$ cat src/rtl/branch_redirect_ctrl_pkg.sv
// Shared types and defaults for the EX-to-fetch redirect controller.
// The state enum is shared so the sub-module and any debug logic agree on encoding.
package branch_redirect_ctrl_pkg;

    typedef enum logic [1:0] {
        IDLE     = 2'd0,
        REDIRECT = 2'd1,
        SQUASH   = 2'd2
    } state_e;

    localparam int DEFAULT_ADDR_W = 16;
    localparam int DEFAULT_CNT_W  = 16;
    localparam int SQUASH_W       = 3;

endpackage

$ cat src/rtl/redirect_squash_timer.sv
// Load/decrement counter that times the post-redirect IF/ID squash window.
// done is high while the counter holds 1, i.e. during the last squash cycle.
module redirect_squash_timer
    import branch_redirect_ctrl_pkg::*;
(
    input  logic                clk,
    input  logic                rst,
    input  logic                load,
    input  logic [SQUASH_W-1:0] load_val,
    input  logic                dec,
    output logic                done
);

    logic [SQUASH_W-1:0] count_q;
    logic [SQUASH_W-1:0] count_d;

    always_comb begin
        count_d = count_q;
        if (load) begin
            count_d = load_val;
        end else if (dec && (count_q != '0)) begin
            count_d = count_q - SQUASH_W'(1);
        end
    end

    always_ff @(posedge clk) begin
        if (rst) begin
            count_q <= '0;
        end else begin
            count_q <= count_d;
        end
    end

    assign done = (count_q == SQUASH_W'(1));

endmodule

$ cat src/rtl/branch_redirect_ctrl.sv
// Turns a resolved taken jump/branch in EX into a handshaked PC redirect,
// flushes wrong-path stages, holds EX meanwhile and counts completed redirects.
module branch_redirect_ctrl
    import branch_redirect_ctrl_pkg::*;
#(
    parameter int ADDR_W        = DEFAULT_ADDR_W,
    parameter int SQUASH_CYCLES = 1,
    parameter int CNT_W         = DEFAULT_CNT_W
) (
    input  logic              clk,
    input  logic              rst,
    input  logic              ex_valid,
    input  logic              ex_taken,
    input  logic              ex_stall,
    input  logic [ADDR_W-1:0] ex_target,
    input  logic              fetch_ready,
    output logic              redirect_valid,
    output logic [ADDR_W-1:0] redirect_pc,
    output logic              flush_if_id,
    output logic              flush_id_ex,
    output logic              ex_hold,
    output logic [CNT_W-1:0]  redirect_cnt
);

    localparam bit                HAS_SQUASH = (SQUASH_CYCLES > 0);
    localparam logic [SQUASH_W-1:0] SQ_LOAD  = SQUASH_W'(SQUASH_CYCLES);

    state_e              state_q;
    logic                redirect_valid_q;
    logic [ADDR_W-1:0]   redirect_pc_q;
    logic                flush_if_id_q;
    logic                flush_id_ex_q;
    logic                ex_hold_q;
    logic [CNT_W-1:0]    redirect_cnt_q;
    logic [CNT_W-1:0]    redirect_cnt_d;

    logic capture;
    logic accept;
    logic squash_done;

    assign capture = ex_valid & ex_taken & ~ex_stall;
    assign accept  = (state_q == REDIRECT) & fetch_ready;

    redirect_squash_timer u_squash_timer (
        .clk      (clk),
        .rst      (rst),
        .load     (accept),
        .load_val (SQ_LOAD),
        .dec      (state_q == SQUASH),
        .done     (squash_done)
    );

    // Outputs are updated alongside the state so every port comes straight from a flop.
    always_ff @(posedge clk) begin
        if (rst) begin
            state_q          <= IDLE;
            redirect_valid_q <= 1'b0;
            redirect_pc_q    <= '0;
            flush_if_id_q    <= 1'b0;
            flush_id_ex_q    <= 1'b0;
            ex_hold_q        <= 1'b0;
        end else begin
            case (state_q)
                IDLE: begin
                    if (capture) begin
                        state_q          <= REDIRECT;
                        redirect_valid_q <= 1'b1;
                        redirect_pc_q    <= ex_target;
                        flush_if_id_q    <= 1'b1;
                        flush_id_ex_q    <= 1'b1;
                        ex_hold_q        <= 1'b1;
                    end
                end
                REDIRECT: begin
                    if (fetch_ready) begin
                        redirect_valid_q <= 1'b0;
                        redirect_pc_q    <= '0;
                        flush_id_ex_q    <= 1'b0;
                        if (HAS_SQUASH) begin
                            state_q       <= SQUASH;
                            flush_if_id_q <= 1'b1;
                            ex_hold_q     <= 1'b1;
                        end else begin
                            state_q       <= IDLE;
                            flush_if_id_q <= 1'b0;
                            ex_hold_q     <= 1'b0;
                        end
                    end
                end
                SQUASH: begin
                    if (squash_done) begin
                        state_q       <= IDLE;
                        flush_if_id_q <= 1'b0;
                        ex_hold_q     <= 1'b0;
                    end
                end
                default: begin
                    state_q          <= IDLE;
                    redirect_valid_q <= 1'b0;
                    redirect_pc_q    <= '0;
                    flush_if_id_q    <= 1'b0;
                    flush_id_ex_q    <= 1'b0;
                    ex_hold_q        <= 1'b0;
                end
            endcase
        end
    end

    // Saturating perf counter: sticks at all-ones instead of wrapping.
    always_comb begin
        redirect_cnt_d = redirect_cnt_q;
        if (accept && (redirect_cnt_q != '1)) begin
            redirect_cnt_d = redirect_cnt_q + CNT_W'(1);
        end
    end

    always_ff @(posedge clk) begin
        if (rst) begin
            redirect_cnt_q <= '0;
        end else begin
            redirect_cnt_q <= redirect_cnt_d;
        end
    end

    assign redirect_valid = redirect_valid_q;
    assign redirect_pc    = redirect_pc_q;
    assign flush_if_id    = flush_if_id_q;
    assign flush_id_ex    = flush_id_ex_q;
    assign ex_hold        = ex_hold_q;
    assign redirect_cnt   = redirect_cnt_q;

endmodule
$ cat config.mk
export PLATFORM = sky130hd
export DESIGN_NAME = branch_redirect_ctrl
export DESIGN_NICKNAME = d
export VERILOG_FILES = /design/src/rtl/branch_redirect_ctrl_pkg.sv /design/src/rtl/redirect_squash_timer.sv /design/src/rtl/branch_redirect_ctrl.sv
export SDC_FILE = /design/constraint.sdc
export NUM_CORES = 1
export LEC_CHECK = 0
export CAP_MARGIN = 20
export CORE_ASPECT_RATIO = 2
export CORE_UTILIZATION = 43
export CTS_BUF_LIST = sky130_fd_sc_hd__clkbuf_4
export DETAILED_ROUTE_END_ITERATION = 6
export PLACE_DENSITY = 0.78
export SLEW_MARGIN = 40
export SYNTH_ARGS = -nofsm -noshare
export SYNTH_HDL_FRONTEND = slang
export SYNTH_SLANG_ARGS = --single-unit
export TNS_END_PERCENT = 100
$ cat constraint.sdc
create_clock -name clk -period 1.6 [get_ports clk]
set_input_delay 0.32 -clock clk [delete_from_list [all_inputs] [get_ports clk]]
set_output_delay 0.32 -clock clk [all_outputs]
set_load 0.01 [all_outputs]
==> PnR_summary.wiki <==
{| class="wikitable"
! Metric !! Value
|-
| Antenna violations before repair || 0
|-
| Max-Cap Viols || 0
|-
| Delay of the slowest critical-path stage || slightly below 0.5 ns
|-
| Min-Delay Path Depth || 2
|-
| Die span in x || a little under 50 µm
|-
| Total track usage || 0.231
|-
| Number of buffers created by CTS || 5
|-
| Root Driver || sky130_fd_sc_hd__clkbuf_4
|-
| Cell count after synthesis || 215
|-
| Post-detailed-route via-to-cell ratio || approximately 5.5
|-
| Post-Synthesis Cell Area || ~1800 µm²
|-
| Diode count || 0
|-
| Status || complete, but fails checks
|-
| ANT nets after route || 0
|-
| Arrival @ worst endpoint || approximately 1.9 ns
|-
| Biggest area consumer among synthesized cells || sky130_fd_sc_hd__dfxtp_1
|-
| Post-Route Skew || about 0.011 ns
|-
| Relative max-transition margin || 0.722
|-
| Average detailed-routed wire length per instance || approximately 14 µm
|-
| Die area || 4550 µm²
|-
| Clock transition at path regs || ~0.12 ns
|-
| Final standard cell count with taps included and fillers excluded || 361
|-
| Critical-path top delay cell || sky130_fd_sc_hd__or4_4
|-
| Total vias in the final route || just under 2,000
|-
| Sequential area share after synthesis || 0.425
|-
| # H-tree levels || 2
|-
| Violations in the final reports || setup timing
|-
| Clock tree sinks || 39
|-
| Type of origin of the critical path || flop
|-
| CP cell instances || ha_4 -> and4b_2 -> nand3_4 -> or4_4 -> a21oi_2
|-
| Worst slack at placement || -0.332 ns
|-
| FF-to-FF Start || redirect_cnt[0]
|-
| Unrepaired setup endpoints after global routing || yes
|-
| Hold path start || redirect_pc[14]
|-
| Number of detailed-routing iterations run before antenna repair || 4
|-
| Clock period minus final worst setup slack || about 1.6 ns
|-
| Final clock period utilization by the worst path || 1.00
|-
| Initial core utilization || 0.449
|-
| Count of hold-fix buffers inserted at cts || 0
|-
| Maximum buffer depth of the clock tree || 2
|-
| Min setup slack post-route || -0.00314 ns
|-
| Post-detailed-route DRC marker count || 0
|-
| Highest achievable clock rate || between 600 and 700 MHz
|-
| Boundary Pins || 58
|-
| Number of pins exceeding their max-slew limit in the final report || 0
|-
| Worst-path fanout max || 6
|-
| Count of standard-cell rows || 33
|-
| Iteration-0 DRC count of the detailed router || slightly above 40
|-
| Data required time of the critical path || between 1.5 and 2 ns
|-
| Area Overhead vs Synth || 57.3%
|-
| Avg Synthesized Cell Area || roughly 8.5 µm²
|-
| FF+latch count, synth || 39
|-
| Wirelength, routed || around 5200 µm
|-
| Reg2Reg Depth || 5
|-
| Critical setup path kind || flop to flop
|-
| Critical R2R Capture || redirect_cnt[10]
|-
| Endpoint with the worst hold slack || redirect_pc[14]
|-
| Final TNS setup || -0.00384 ns
|-
| Yosys synthesis warning count || 0
|-
| Cell leakage power || approximately 0.0014 µW
|-
| Gp weighted congestion || 0.863
|-
| Final Hold Viols || 0
|-
| Endpoints failing setup || 2
|-
| Layout cell share with drive strength beyond 1 || 0.262
|-
| Final global-route overflow total || 0
|-
| Synth top area cells || sky130_fd_sc_hd__dfxtp_1 (43%), sky130_fd_sc_hd__a21oi_1 (7.4%), sky130_fd_sc_hd__nand3_1 (5.5%), sky130_fd_sc_hd__nand2_1 (4.5%), sky130_fd_sc_hd__ha_1 (2.7%)
|-
| First-pass GRT wire length || roughly 7600 µm
|-
| Std-Cell Core Area || 4090 µm²
|-
| Clock tree from TritonCTS || done
|-
| Area share of the largest cell type after synthesis || 0.425
|-
| Setup crit end kind || flop
|-
| Die Span Y || 94.4 µm
|-
| Maximum number of pins on one net before global-route repair || 31
|-
| Nets in the synthesized netlist || about 240
|-
| Final layout net count || 334
|-
| DPL Wire Length || approximately 3800 µm
|-
| Skew-Pair Late Insertion Delay || 0.35 ns
|-
| FF-to-FF setup slack || -0.003 ns
|-
| Number of unique standard cell types used by synthesis || 45
|-
| Total placed cells including tap cells || about 350
|-
| Number of port buffers || 57
|-
| Power, Total || 1710 µW
|-
| Worst hold path class || flop to flop
|-
| Peak supply drop || 620 µV
|-
| Total power per unit cell area || a little under 600 nW/µm²
|-
| Via count of the first global-routing pass || approximately 1,800
|-
| Slew @ Worst Pin || between 0.4 and 0.5 ns
|}
-- per-layer routing --
metal	track usage	wire length, µm
met5	0	0
met4	0.127	147
met3	0.0535	247
met2	0.423	3000
met1	0.209	1830
-- layout by cell type (no fill, tap or decap), types with 8 or more instances in the layout --
| cell | synthesis | routed |
|---|---|---|
| sky130_fd_sc_hd__a21oi_1 | 27 | 25 |
| sky130_fd_sc_hd__buf_4 | 3 | 39 |
| sky130_fd_sc_hd__clkdlybuf4s50_1 | 0 | 27 |
| sky130_fd_sc_hd__dfxtp_1 | 39 | 27 |
| sky130_fd_sc_hd__dfxtp_2 | 0 | 10 |
| sky130_fd_sc_hd__dlygate4sd2_1 | 0 | 17 |
| sky130_fd_sc_hd__dlymetal6s2s_1 | 0 | 13 |
| sky130_fd_sc_hd__nand2_1 | 22 | 22 |
| sky130_fd_sc_hd__nand3_1 | 20 | 20 |
| sky130_fd_sc_hd__nand4_1 | 8 | 8 |
| sky130_fd_sc_hd__nor2_1 | 13 | 12 |
-- final cells by class --
class / instances / area [µm²]
fill: 302 / 1200
multi-input combinational: 158 / 1020
timing repair buffer: 99 / 926
sequential: 39 / 801
tap: 52 / 65.1
clock buffer: 5 / 37.5
inverter: 5 / 18.8
clock inverter: 3 / 15.0
-- cell families after synthesis --
family                     count (synthesis)  synth area share
xor gates and xnor gates                   1           0.00477
AOI/OAI and AO/OA                         47             0.148
muxes                                      5            0.0293
buffers and inverters                     18            0.0484
adders and majority gates                  4            0.0273
and+or+nand+nor                          101             0.317
DFF                                       39             0.425
-- critical path, delay by kind of cell (launching register included) --
| family | cells | cell delay (ns) |
|---|---|---|
| and+or+nand+nor | 3 | 0.86 |
| DFF | 1 | 0.38 |
| AOI/OAI and AO/OA | 1 | 0.15 |
| adders and majority gates | 1 | 0.14 |
-- metrics by stage --
stage	cell area [µm²]	util	hold WS, ns
finish	2890	0.706	0.468
global route	2890	0.706	0.494
CTS	2800	0.685	0.473
detailed placement	2740	0.669	0.458
global placement	2740	0.669	0.452
floorplan	1860	-	0.456
-- cells in the mapped netlist, drive strengths merged --
master    n
and3      2
dfxtp    39
and4      1
inv       5
nand3    21
clkbuf    7
nor3b     1
ha        4
and3b     1
o21ai     5
nand4b    1
mux2      3
a211oi    3
nand4     9
nand2b    4
nand3b    2
nor2b     6
or4b      1
a31oi     4
or3       3
xnor2     1
o41ai     2
nand2    22
nor4      2
nor3      8
o31ai     2
mux2i     2
or4       3
o21a      1
nor2     13
o22ai     1
a2111oi   2
a21oi    27
and4b     1
buf       6
-- worst max path at each step --
stage	startpoint	end	slack [ns]	cells after the start
2_1_floorplan	redirect_cnt[0]	redirect_cnt[10]	0.02	5
3_3_place_gp	fetch_ready	redirect_cnt[10]	-0.30	5
3_5_place_dp	fetch_ready	redirect_cnt[10]	-0.33	5
4_1_cts	redirect_cnt[8]	redirect_cnt[9]	-0.01	7
5_1_grt	redirect_cnt[8]	redirect_cnt[3]	-0.08	5
6_report	redirect_cnt[0]	redirect_cnt[10]	-0.003	5
-- sequential cells by signal, summed over array words and instances, names as in the netlist --
name and flops:
ex_hold 1, redirect_pc 16, flush_id_ex 1, redirect_cnt 16, state_q 2, u_squash_timer.count_q 3
-- where the power goes --
| part | total [µW] | switching (µW) | internal (µW) |
|---|---|---|---|
| sequential | 999 | 11.5 | 987 |
| combinational | 212 | 88.6 | 123 |
| clock | 496 | 333 | 164 |
-- timing repair --
| item | 4_1_cts | 5_1_grt |
|---|---|---|
| buffers inserted | 2 | 3 |
| gates cloned | 0 | 0 |
| gates resized for setup | 29 | 24 |
| pin swaps | 3 | 5 |
| setup endpoints to repair | 19 | 24 |
(Power assumes the default switching activity.)
